--- config.mk ---
export PLATFORM = sky130hd
export DESIGN_NAME = timetag_cmd_parser
export DESIGN_NICKNAME = d
export VERILOG_FILES = /design/src/rtl/timetag_cmd_pkg.sv /design/src/rtl/timetag_cmd_timeout.sv /design/src/rtl/timetag_cmd_parser.sv
export SDC_FILE = /design/constraint.sdc
export NUM_CORES = 1
export LEC_CHECK = 0
export BUFFER_PORTS_ARGS = -buffer_cell sky130_fd_sc_hd__buf_2
export CELL_PAD_IN_SITES_DETAIL_PLACEMENT = 0
export CELL_PAD_IN_SITES_GLOBAL_PLACEMENT = 1
export CORE_ASPECT_RATIO = 1.75
export CORE_MARGIN = 8
export CORE_UTILIZATION = 45
export CTS_BUF_LIST = sky130_fd_sc_hd__clkbuf_16
export DETAILED_ROUTE_END_ITERATION = 8
export GPL_ROUTABILITY_DRIVEN = 1
export PLACE_DENSITY = 0.83
export SETUP_SLACK_MARGIN = 0.3
export SLEW_MARGIN = 20
export SYNTH_ARGS = -nofsm -noshare
export SYNTH_HDL_FRONTEND = slang
export SYNTH_SLANG_ARGS = --single-unit
--- constraint.sdc ---
create_clock -name clk -period 2.9 [get_ports clk]
set_clock_uncertainty 0.2 [all_clocks]
set_input_delay 0.87 -clock clk [delete_from_list [all_inputs] [get_ports clk]]
set_output_delay 0.87 -clock clk [all_outputs]
set_load 0.03 [all_outputs]
--- src/rtl/timetag_cmd_pkg.sv ---
// ---------------------------------------------------------------------------
// timetag_cmd_pkg
// Shared definitions for the timetag command parser: frame sync marker,
// parser state encoding, opcode map and small helper functions.
// ---------------------------------------------------------------------------
package timetag_cmd_pkg;

  localparam logic [7:0] SYNC_BYTE_C = 8'hAA;

  // Opcodes understood by the downstream register/control logic
  localparam logic [7:0] OP_CHAN_CTRL = 8'h01;
  localparam logic [7:0] OP_SEQ_CTRL  = 8'h02;
  localparam logic [7:0] OP_REG_WRITE = 8'h04;

  typedef enum logic [2:0] {
    ST_HUNT    = 3'd0,
    ST_LEN     = 3'd1,
    ST_OPCODE  = 3'd2,
    ST_PAYLOAD = 3'd3,
    ST_CSUM    = 3'd4,
    ST_ISSUE   = 3'd5
  } state_e;

  // Number of bits needed to hold values 0..max_val (minimum 1)
  function automatic int cnt_width(input int max_val);
    int w;
    w = 1;
    for (int i = 1; i < 32; i++) begin
      if ((1 << i) <= max_val) begin
        w = i + 1;
      end
    end
    return w;
  endfunction

  // Saturating 8-bit increment used for the error counter
  function automatic logic [7:0] sat_inc8(input logic [7:0] v);
    return (v == 8'hFF) ? v : v + 8'd1;
  endfunction

endpackage

--- src/rtl/timetag_cmd_timeout.sv ---
// ---------------------------------------------------------------------------
// timetag_cmd_timeout
// Idle counter for the command parser. Counts cycles while run_i is high,
// is reloaded to zero by clr_i (which has priority), and pulses expire_o on
// the TIMEOUT-th consecutive counted cycle, reloading to zero at that point.
//
// Ports:
//   clk       parser clock
//   reset_n   asynchronous active-low reset
//   clr_i     reload counter to zero (byte accepted / not inside a frame)
//   run_i     count this cycle
//   expire_o  one-cycle pulse: idle limit reached this cycle
// ---------------------------------------------------------------------------
import timetag_cmd_pkg::*;

module timetag_cmd_timeout #(
  parameter int TIMEOUT = 1024
) (
  input  logic clk,
  input  logic reset_n,
  input  logic clr_i,
  input  logic run_i,
  output logic expire_o
);

  localparam int             CNT_W    = cnt_width(TIMEOUT - 1);
  localparam logic [CNT_W-1:0] CNT_LAST = CNT_W'(TIMEOUT - 1);

  logic [CNT_W-1:0] cnt_q;
  logic [CNT_W-1:0] cnt_d;

  // Next count and expire pulse
  always_comb begin
    cnt_d    = cnt_q;
    expire_o = 1'b0;
    if (clr_i) begin
      cnt_d = '0;
    end else if (run_i) begin
      if (cnt_q == CNT_LAST) begin
        cnt_d    = '0;
        expire_o = 1'b1;
      end else begin
        cnt_d = cnt_q + CNT_W'(1);
      end
    end else begin
      cnt_d = cnt_q;
    end
  end

  // Counter register
  always_ff @(posedge clk or negedge reset_n) begin
    if (!reset_n) begin
      cnt_q <= '0;
    end else begin
      cnt_q <= cnt_d;
    end
  end

endmodule

--- src/rtl/timetag_cmd_parser.sv ---
// ---------------------------------------------------------------------------
// timetag_cmd_parser
// Hunts for framed commands (SYNC, LEN, OPCODE, LEN payload bytes, and an
// optional XOR checksum) in the FX2 OUT byte stream and presents each valid
// frame as one opcode+payload transaction on a valid/ready handshake.
// Malformed frames (bad length, idle timeout, bad checksum) bump a
// saturating error counter; garbage between frames is dropped silently.
//
// Optional feature: define TIMETAG_CMD_CSUM_EN to require a checksum byte
// (XOR of LEN, OPCODE and all payload bytes) after the payload.
//
// Ports:
//   clk, reset_n          clock, asynchronous active-low reset
//   in_data/in_valid      incoming byte stream
//   in_ready              byte accepted this cycle when high with in_valid
//   cmd_valid/cmd_ready   command handshake
//   cmd_opcode/cmd_len    opcode and payload byte count of the command
//   cmd_payload           payload, byte 0 in [7:0], unused bytes zero
//   err_count             saturating count of rejected frames
//   busy                  high whenever the parser is not hunting
// ---------------------------------------------------------------------------
import timetag_cmd_pkg::*;

module timetag_cmd_parser #(
  parameter int         MAX_LEN   = 8,
  parameter logic [7:0] SYNC_BYTE = SYNC_BYTE_C,
  parameter int         TIMEOUT   = 1024
) (
  input  logic                 clk,
  input  logic                 reset_n,
  input  logic [7:0]           in_data,
  input  logic                 in_valid,
  output logic                 in_ready,
  output logic                 cmd_valid,
  input  logic                 cmd_ready,
  output logic [7:0]           cmd_opcode,
  output logic [4:0]           cmd_len,
  output logic [8*MAX_LEN-1:0] cmd_payload,
  output logic [7:0]           err_count,
  output logic                 busy
);

  localparam logic [7:0] MAX_LEN_B = 8'(MAX_LEN);

  state_e               state_q, state_d;
  logic [4:0]           len_q, len_d;
  logic [4:0]           idx_q, idx_d;
  logic [7:0]           opcode_q, opcode_d;
  logic [8*MAX_LEN-1:0] payload_q, payload_d;
  logic [7:0]           err_q, err_d;
`ifdef TIMETAG_CMD_CSUM_EN
  logic [7:0]           csum_q, csum_d;
`endif

  logic accept_s;
  logic timed_s;
  logic expire_s;

  // A byte is never taken while a command waits for the consumer
  assign in_ready  = (state_q != ST_ISSUE);
  assign accept_s  = in_valid & in_ready;
  assign cmd_valid = (state_q == ST_ISSUE);
  assign busy      = (state_q != ST_HUNT);

  assign cmd_opcode  = opcode_q;
  assign cmd_len     = len_q;
  assign cmd_payload = payload_q;
  assign err_count   = err_q;

  // Idle timeout only runs inside a partially received frame
  assign timed_s = (state_q == ST_LEN) || (state_q == ST_OPCODE) ||
                   (state_q == ST_PAYLOAD) || (state_q == ST_CSUM);

  timetag_cmd_timeout #(
    .TIMEOUT (TIMEOUT)
  ) u_timeout (
    .clk      (clk),
    .reset_n  (reset_n),
    .clr_i    (accept_s | ~timed_s),
    .run_i    (timed_s),
    .expire_o (expire_s)
  );

  // Next-state and datapath update for the frame parser
  always_comb begin
    state_d   = state_q;
    len_d     = len_q;
    idx_d     = idx_q;
    opcode_d  = opcode_q;
    payload_d = payload_q;
    err_d     = err_q;
`ifdef TIMETAG_CMD_CSUM_EN
    csum_d    = csum_q;
`endif
    case (state_q)
      ST_HUNT: begin
        if (accept_s && (in_data == SYNC_BYTE)) begin
          state_d = ST_LEN;
        end else begin
          state_d = ST_HUNT;
        end
      end
      ST_LEN: begin
        if (expire_s) begin
          err_d   = sat_inc8(err_q);
          state_d = ST_HUNT;
        end else if (accept_s) begin
          if ((in_data == 8'd0) || (in_data > MAX_LEN_B)) begin
            err_d   = sat_inc8(err_q);
            state_d = ST_HUNT;
          end else begin
            len_d     = in_data[4:0];
            idx_d     = 5'd0;
            payload_d = '0;
`ifdef TIMETAG_CMD_CSUM_EN
            csum_d    = in_data;
`endif
            state_d   = ST_OPCODE;
          end
        end else begin
          state_d = ST_LEN;
        end
      end
      ST_OPCODE: begin
        if (expire_s) begin
          err_d   = sat_inc8(err_q);
          state_d = ST_HUNT;
        end else if (accept_s) begin
          opcode_d = in_data;
`ifdef TIMETAG_CMD_CSUM_EN
          csum_d   = csum_q ^ in_data;
`endif
          state_d  = ST_PAYLOAD;
        end else begin
          state_d = ST_OPCODE;
        end
      end
      ST_PAYLOAD: begin
        if (expire_s) begin
          err_d   = sat_inc8(err_q);
          state_d = ST_HUNT;
        end else if (accept_s) begin
          // SYNC inside the payload is ordinary data
          payload_d[{idx_q, 3'b000} +: 8] = in_data;
          idx_d = idx_q + 5'd1;
`ifdef TIMETAG_CMD_CSUM_EN
          csum_d = csum_q ^ in_data;
          if (idx_q == (len_q - 5'd1)) begin
            state_d = ST_CSUM;
          end else begin
            state_d = ST_PAYLOAD;
          end
`else
          if (idx_q == (len_q - 5'd1)) begin
            state_d = ST_ISSUE;
          end else begin
            state_d = ST_PAYLOAD;
          end
`endif
        end else begin
          state_d = ST_PAYLOAD;
        end
      end
`ifdef TIMETAG_CMD_CSUM_EN
      ST_CSUM: begin
        if (expire_s) begin
          err_d   = sat_inc8(err_q);
          state_d = ST_HUNT;
        end else if (accept_s) begin
          if (in_data == csum_q) begin
            state_d = ST_ISSUE;
          end else begin
            err_d   = sat_inc8(err_q);
            state_d = ST_HUNT;
          end
        end else begin
          state_d = ST_CSUM;
        end
      end
`endif
      ST_ISSUE: begin
        if (cmd_ready) begin
          state_d = ST_HUNT;
        end else begin
          state_d = ST_ISSUE;
        end
      end
      default: begin
        state_d = ST_HUNT;
      end
    endcase
  end

  // Parser state and command registers
  always_ff @(posedge clk or negedge reset_n) begin
    if (!reset_n) begin
      state_q   <= ST_HUNT;
      len_q     <= 5'd0;
      idx_q     <= 5'd0;
      opcode_q  <= 8'd0;
      payload_q <= '0;
      err_q     <= 8'd0;
`ifdef TIMETAG_CMD_CSUM_EN
      csum_q    <= 8'd0;
`endif
    end else begin
      state_q   <= state_d;
      len_q     <= len_d;
      idx_q     <= idx_d;
      opcode_q  <= opcode_d;
      payload_q <= payload_d;
      err_q     <= err_d;
`ifdef TIMETAG_CMD_CSUM_EN
      csum_q    <= csum_d;
`endif
    end
  end

endmodule

# == Word level (Yosys, flattened, before mapping) ==
# Cells that the tools add are included.
# op_classes
addsub,5
n_lt_le_gt_ge,1
n_eq_ne,18
n_shift,2
muxes,36
bitwise,5
reduce_logical,16
# ops
cell,n
$mux W64,5
$pmux W64 S2,1
$mux W32,3
$bwmux W64,1
$shift A8 B10 Y64 const A,1
$shiftx A8 B10 Y64,1
$mux W8,5
$add A32 B1 Y32 const B,1
$eq A32 B10 Y1 const B,1
$mux W5,5
$mux W3,6
$eq A8 B8 Y1 const B,2
$pmux W8 S2,1
$pmux W3 S5,1
$ne A2 B2 Y1 const B,5
$neg A8 Y10,1
$pmux W5 S2,1
$add A8 B1 Y8 const B,1
$gt A8 B4 Y1 const B,1
$logic_not A8 Y1,1
$reduce_and A4 Y1,2
$eq A3 B2 Y1 const B,2
$eq A3 B3 Y1 const B,2
$ne A3 B3 Y1 const B,2
19 further kinds,31
# totals
regBits,125
in_bits,12
output_inout_bits,88
elab_cells,90

# == Longest topological paths before layout ==
# logic_depth
depth_word,9
mapped_depth,8
depth_no_buf,7

# == Cells and area by module ==
# A second synthesis with hierarchy kept.
# unflattened
cells_unflattened,605
hier_area_um2,6163.4
# by_module_without_submodules
mod,instances,cells_per_inst,area_each_um2,seq_area_each_um2
timetag_cmd_parser,1,406,4350.4,2327.2
timetag_cmd_timeout,1,199,1813.0,800.8

# == Worst setup path before layout ==
# OpenSTA, ideal clock, no wires.
# synth_timing
kind,input port to flip-flop
from,input port in_data[1]
to,"register err_q[1], in the netlist err_count[1]"
setup_time_ps,125
arrival_ps,2378
t_required_ps,2575
slack_ps,197
stages,5
n_path_buf,0
cell_sequence,or4_4 and2_4 a311oi_4 o21ai_2 mux2_4
# synth_via
elab_chain_len,4
elab_cells_between_ends,5
cone_classes,order compare (1); eq/ne (1); reduce/logical (3)
# synth_rtl
item,line,source
start: declaration,timetag_cmd_parser.sv:31,"input logic [7:0] in_data,"
$gt A8 B4 Y1 / $logic_not A8 Y1 (equally long branches),timetag_cmd_parser.sv:108,if ((in_data == 8'd0) || (in_data > MAX_LEN_B)) begin
$logic_or A1 B1 Y1 (*),timetag_cmd_parser.sv:108,
$ne A3 B2 Y1 (no source line) (*),n/a,
$reduce_and A4 Y1 (no source line) (*),n/a,
end signal: assignment,timetag_cmd_parser.sv:212,err_q <= err_d;
end: declaration,timetag_cmd_parser.sv:50,"logic [7:0] err_q, err_d;"
# Every way passes the cells marked *; elsewhere a longest branch is shown, timed or not.
# A chain may end at the register's enable or synchronous reset.

# == Worst setup path in the final report ==
# layout_timing
from,register state_q[2]
to,output port busy
# layout_via
elab_chain_len,1
# layout_rtl
item,line,source
start: declaration,timetag_cmd_parser.sv:45,"state_e state_q, state_d;"
start signal: assignment,timetag_cmd_parser.sv:207,state_q <= state_d;
$reduce_bool A3 Y1,timetag_cmd_parser.sv:63,assign busy = (state_q != ST_HUNT);
end: declaration,timetag_cmd_parser.sv:40,output logic busy
# Every way passes these cells.

==> results.yml <==
run_status:
  run_status: "finished, final reports clean"
power:
  total_switching_power_w: 0.00123
  power.clock.fraction_pct: 48.8
  power_report.internal_total_w: 0.00352
  netSwitchingFraction_pct: 25.9
  totalPowerFinal_w: 0.00475
  total_leakage_power_nw: 3.46
  seq_power_share_pct: 39.8
  power.share.combinational_pct: 11.4
  power.density_cell_area_nw_per_um2: 640
  power.ir.vdd_worst_uv: 423
routing:
  vias_per_cell: 5.63
  firstDrtPassIters: 6
  num_vias: 4569
  dr_drc_count: 0
  postRouteAntennaNets: 0
  detail_route.wirelength_um: 16500
  routed_wire_length_per_instance_um: 20.3
  drt_iter0_markers: 299
timing:
  timing_max_transition_violations_final: 0
  worst_rel_slew_slack_pct: 56.7
  final.setup.tns_ns: 0
  report.final.hold_viol_count: 0
  min_period_over_period_pct: 88.3
  fmax_ghz: 0.391
  worst_slew_pin_slew_ns: 0.650
  final-setup-viol-count: 0
  final.min_clock_period_ns: 2.56
  rsz0062_at_grt: "false"
  finalWorstSetupSlack_ns: 0.339
global_route:
  grt_overflow_total: 0
  pin_count_of_the_biggest_net_entering_global_routing: 77
  globalRouteTotalUtil_pct: 19.8
  grt_antenna_before_repair: 0
  first_pass_grt_wire_length_um: 26400
  first_global_vias: 4730
clocking:
  clk_latency_ns: 0.41
  htreeDepth: 4
  cts_buffers: 17
  cts_root_buf: "clkbuf_16"
  clkTransAtPathRegs_ns: 0.06
  clkSinkCount: 125
  clock_tree_from_tritoncts: "yes"
  ctsLongestPathBuffers: 2
  cts.hold.buffers_added: 0
synth:
  post-synth-top-area-cell: "dfrtp_1"
  proportion_of_synthesized_flip_flops_having_asynchronous_set_or_reset_pct: 100
  synth_warnings: 0
  synth-main-ff-cell: "dfrtp_1"
  synth_nets: 523
  synth.yosys.seq_area_share_pct: 52.9
  synthDominantCellAreaShare_pct: 52.9
  synth.cell_area_um2: 5910
  synth_cell_types: 58
  synthCells: 506
  synth.area.top_cells: "dfrtp_1 53%, a22o_1 9.5%, xnor2_1 5.5%"
  synth.avg_cell_area_um2: 11.7
  synth-edff-count: 0
  synth_seq_cells: 125
worst_setup_path:
  reg2reg_to: "u_timeout.cnt_q[21]"
  reg2reg_from: "u_timeout.cnt_q[0]"
  r2r_cells: 7
  setup.worst_path.end: "busy"
  worst-setup-path-type: "register to output pin"
  setup_slack_of_the_worst_register_to_register_path_ns: 0.41
  timing.critical_path.fanout_max: 9
  cp.arrival_ns: 1.49
  critical_path.startpoint: "state_q[2]"
  critPathCaptureType: "output pin"
  critical_path_required_ns: 1.83
  start_kind: "register"
finish:
  proportion_of_layout_cells_with_a_drive_suffix_above_1_pct: 31.7
  finish.net_count: 644
  antenna-diode-count: 0
  syn_to_final_growth_pct: 25.6
  multiInputGateArea_um2: 2620
  layout.area.seq_um2: 3130
  fin_cells: 811
  filler_cell_count: 1082
die:
  die_width_um: 103
  number_of_placed_i_o_pins: 100
  rows: 55
  die_area_um2: 17200
  coreArea_um2: 12900
  dieHeight_um: 168
  starting_density_of_the_core_pct: 45.9
placement:
  detailed_place_hpwl_um: 11400
  place.detailed.instances: 773
  place_congestion: 0.877
  port_buffers: 99
  dp_worst_setup_slack_ns: 0.00351
flow_run:
  maxCapViolCount: 0
hold_path:
  holdCritPathClass: "input pin to asynchronous set/reset pin"
==> metal layers <==
layer  up-vias  wire (um)  GRT usage (%)
li1       2103          -              -
met1      2335       6910           24.8
met2       115       8580           33.4
met3        16        760           3.78
met4         0        206           5.78
met5         -          0              0
==> synth_stat cells (5+ instances only) <==
cell type / instances
a22o_1: 64
a31oi_4: 7
and4_1: 5
buf_2: 5
clkbuf_1: 17
dfrtp_1: 125
ha_1: 5
inv_1: 16
mux2_2: 10
nand2_1: 19
nand2b_1: 5
nand3_1: 12
nand4_1: 10
nor2_1: 55
nor3_1: 14
nor4_1: 18
o21ai_0: 12
or3_1: 5
xnor2_1: 37
xor2_1: 8
==> cell type report <==
cell class	count	area share, %
clock inverter	15	2.93
sequential	125	42.2
tap	171	2.88
multi-input combinational	339	35.3
clock buffer	17	5.73
inverter	16	0.809
timing repair buffer	128	10.2
==> layout by cell type, fill, tap and decap left out, types with 3 or more instances in the layout <==
| cell type | Yosys | layout |
|---|---|---|
| nand2_1 | 19 | 19 |
| ha_1 | 5 | 4 |
| o21ai_0 | 12 | 12 |
| nor3_1 | 14 | 14 |
| a22o_1 | 64 | 64 |
| mux2_2 | 10 | 10 |
| buf_2 | 5 | 98 |
| and2_1 | 3 | 3 |
| nor2_2 | 1 | 3 |
| nand2b_1 | 5 | 5 |
| dfrtp_1 | 125 | 122 |
| nand3_1 | 12 | 12 |
| xnor2_1 | 37 | 37 |
| nand4_1 | 10 | 10 |
| bufinv_16 | 0 | 5 |
| clkbuf_16 | 0 | 18 |
| a31oi_4 | 7 | 7 |
| nor2_1 | 55 | 53 |
| and4_1 | 5 | 5 |
| inv_1 | 16 | 16 |
| nor4_1 | 18 | 18 |
| dfrtp_2 | 0 | 3 |
| or3_1 | 5 | 4 |
| o211ai_1 | 3 | 3 |
| nor2b_1 | 4 | 4 |
| xor2_1 | 8 | 8 |
| buf_4 | 0 | 27 |
| and3_1 | 4 | 4 |
==> repair_timing <==
item | CTS | global route
cloned | 0 | 1
endpoints found under the setup margin | 12 | 57
resized for setup | 1 | 8
hold endpoints to repair | 0 | 0
pin swaps | 2 | 1
setup buffers | 3 | 2
==> critical path, cell delays in order, from the launching register on <==
cell	delay, ns
dfrtp_2	0.46
or3_4	0.43
buf_2	0.19
==> flip-flops by register name (all words and copies together), names as in the netlist <==
signal	count
u_timeout.cnt_q	32
err_count	8
cmd_len	5
cmd_opcode	8
cmd_payload	64
state_q	3
idx_q	5
==> worst min path at each step <==
stage / end / slack [ns] / cells after the start
finish: cmd_payload[45] / 0.25 / 2
detailed placement: cmd_payload[44] / 0.28 / 1
global placement: cmd_payload[44] / 0.28 / 1
global route: u_timeout.cnt_q[0] / 0.28 / 1
CTS: cmd_payload[45] / 0.30 / 2
floorplan: u_timeout.cnt_q[0] / 0.24 / 1
==> power by group through the flow <==
stage          logic (W)  clock network (W)  registers, W
3_5_place_dp    0.000534                  0       0.00192
2_1_floorplan   0.000201                  0       0.00203
3_3_place_gp    0.000525                  0       0.00192
6_report        0.000543            0.00232       0.00189
5_1_grt         0.000579            0.00241       0.00190
4_1_cts         0.000541            0.00233       0.00189
==> kinds of logic after synthesis <==
family | Yosys count | share of synthesized area, %
muxes | 12 | 2.33
buffers and inverters | 42 | 3.28
adders and majority gates | 5 | 1.06
and+or+nand+nor | 174 | 16.9
DFF | 125 | 52.9
xor gates and xnor gates | 45 | 6.67
AOI/OAI and AO/OA | 103 | 16.8
==> through the flow <==
stage / hold WS [ns] / util, % / instance area, um^2
after floorplan: 0.244 / - / 5920
after global placement: 0.279 / 52.0 / 6690
after detailed placement: 0.282 / 52.0 / 6690
after CTS: 0.295 / 57.2 / 7360
after global routing: 0.285 / 57.7 / 7420
final: 0.252 / 57.7 / 7420
Power figures use the tool's default switching activity.
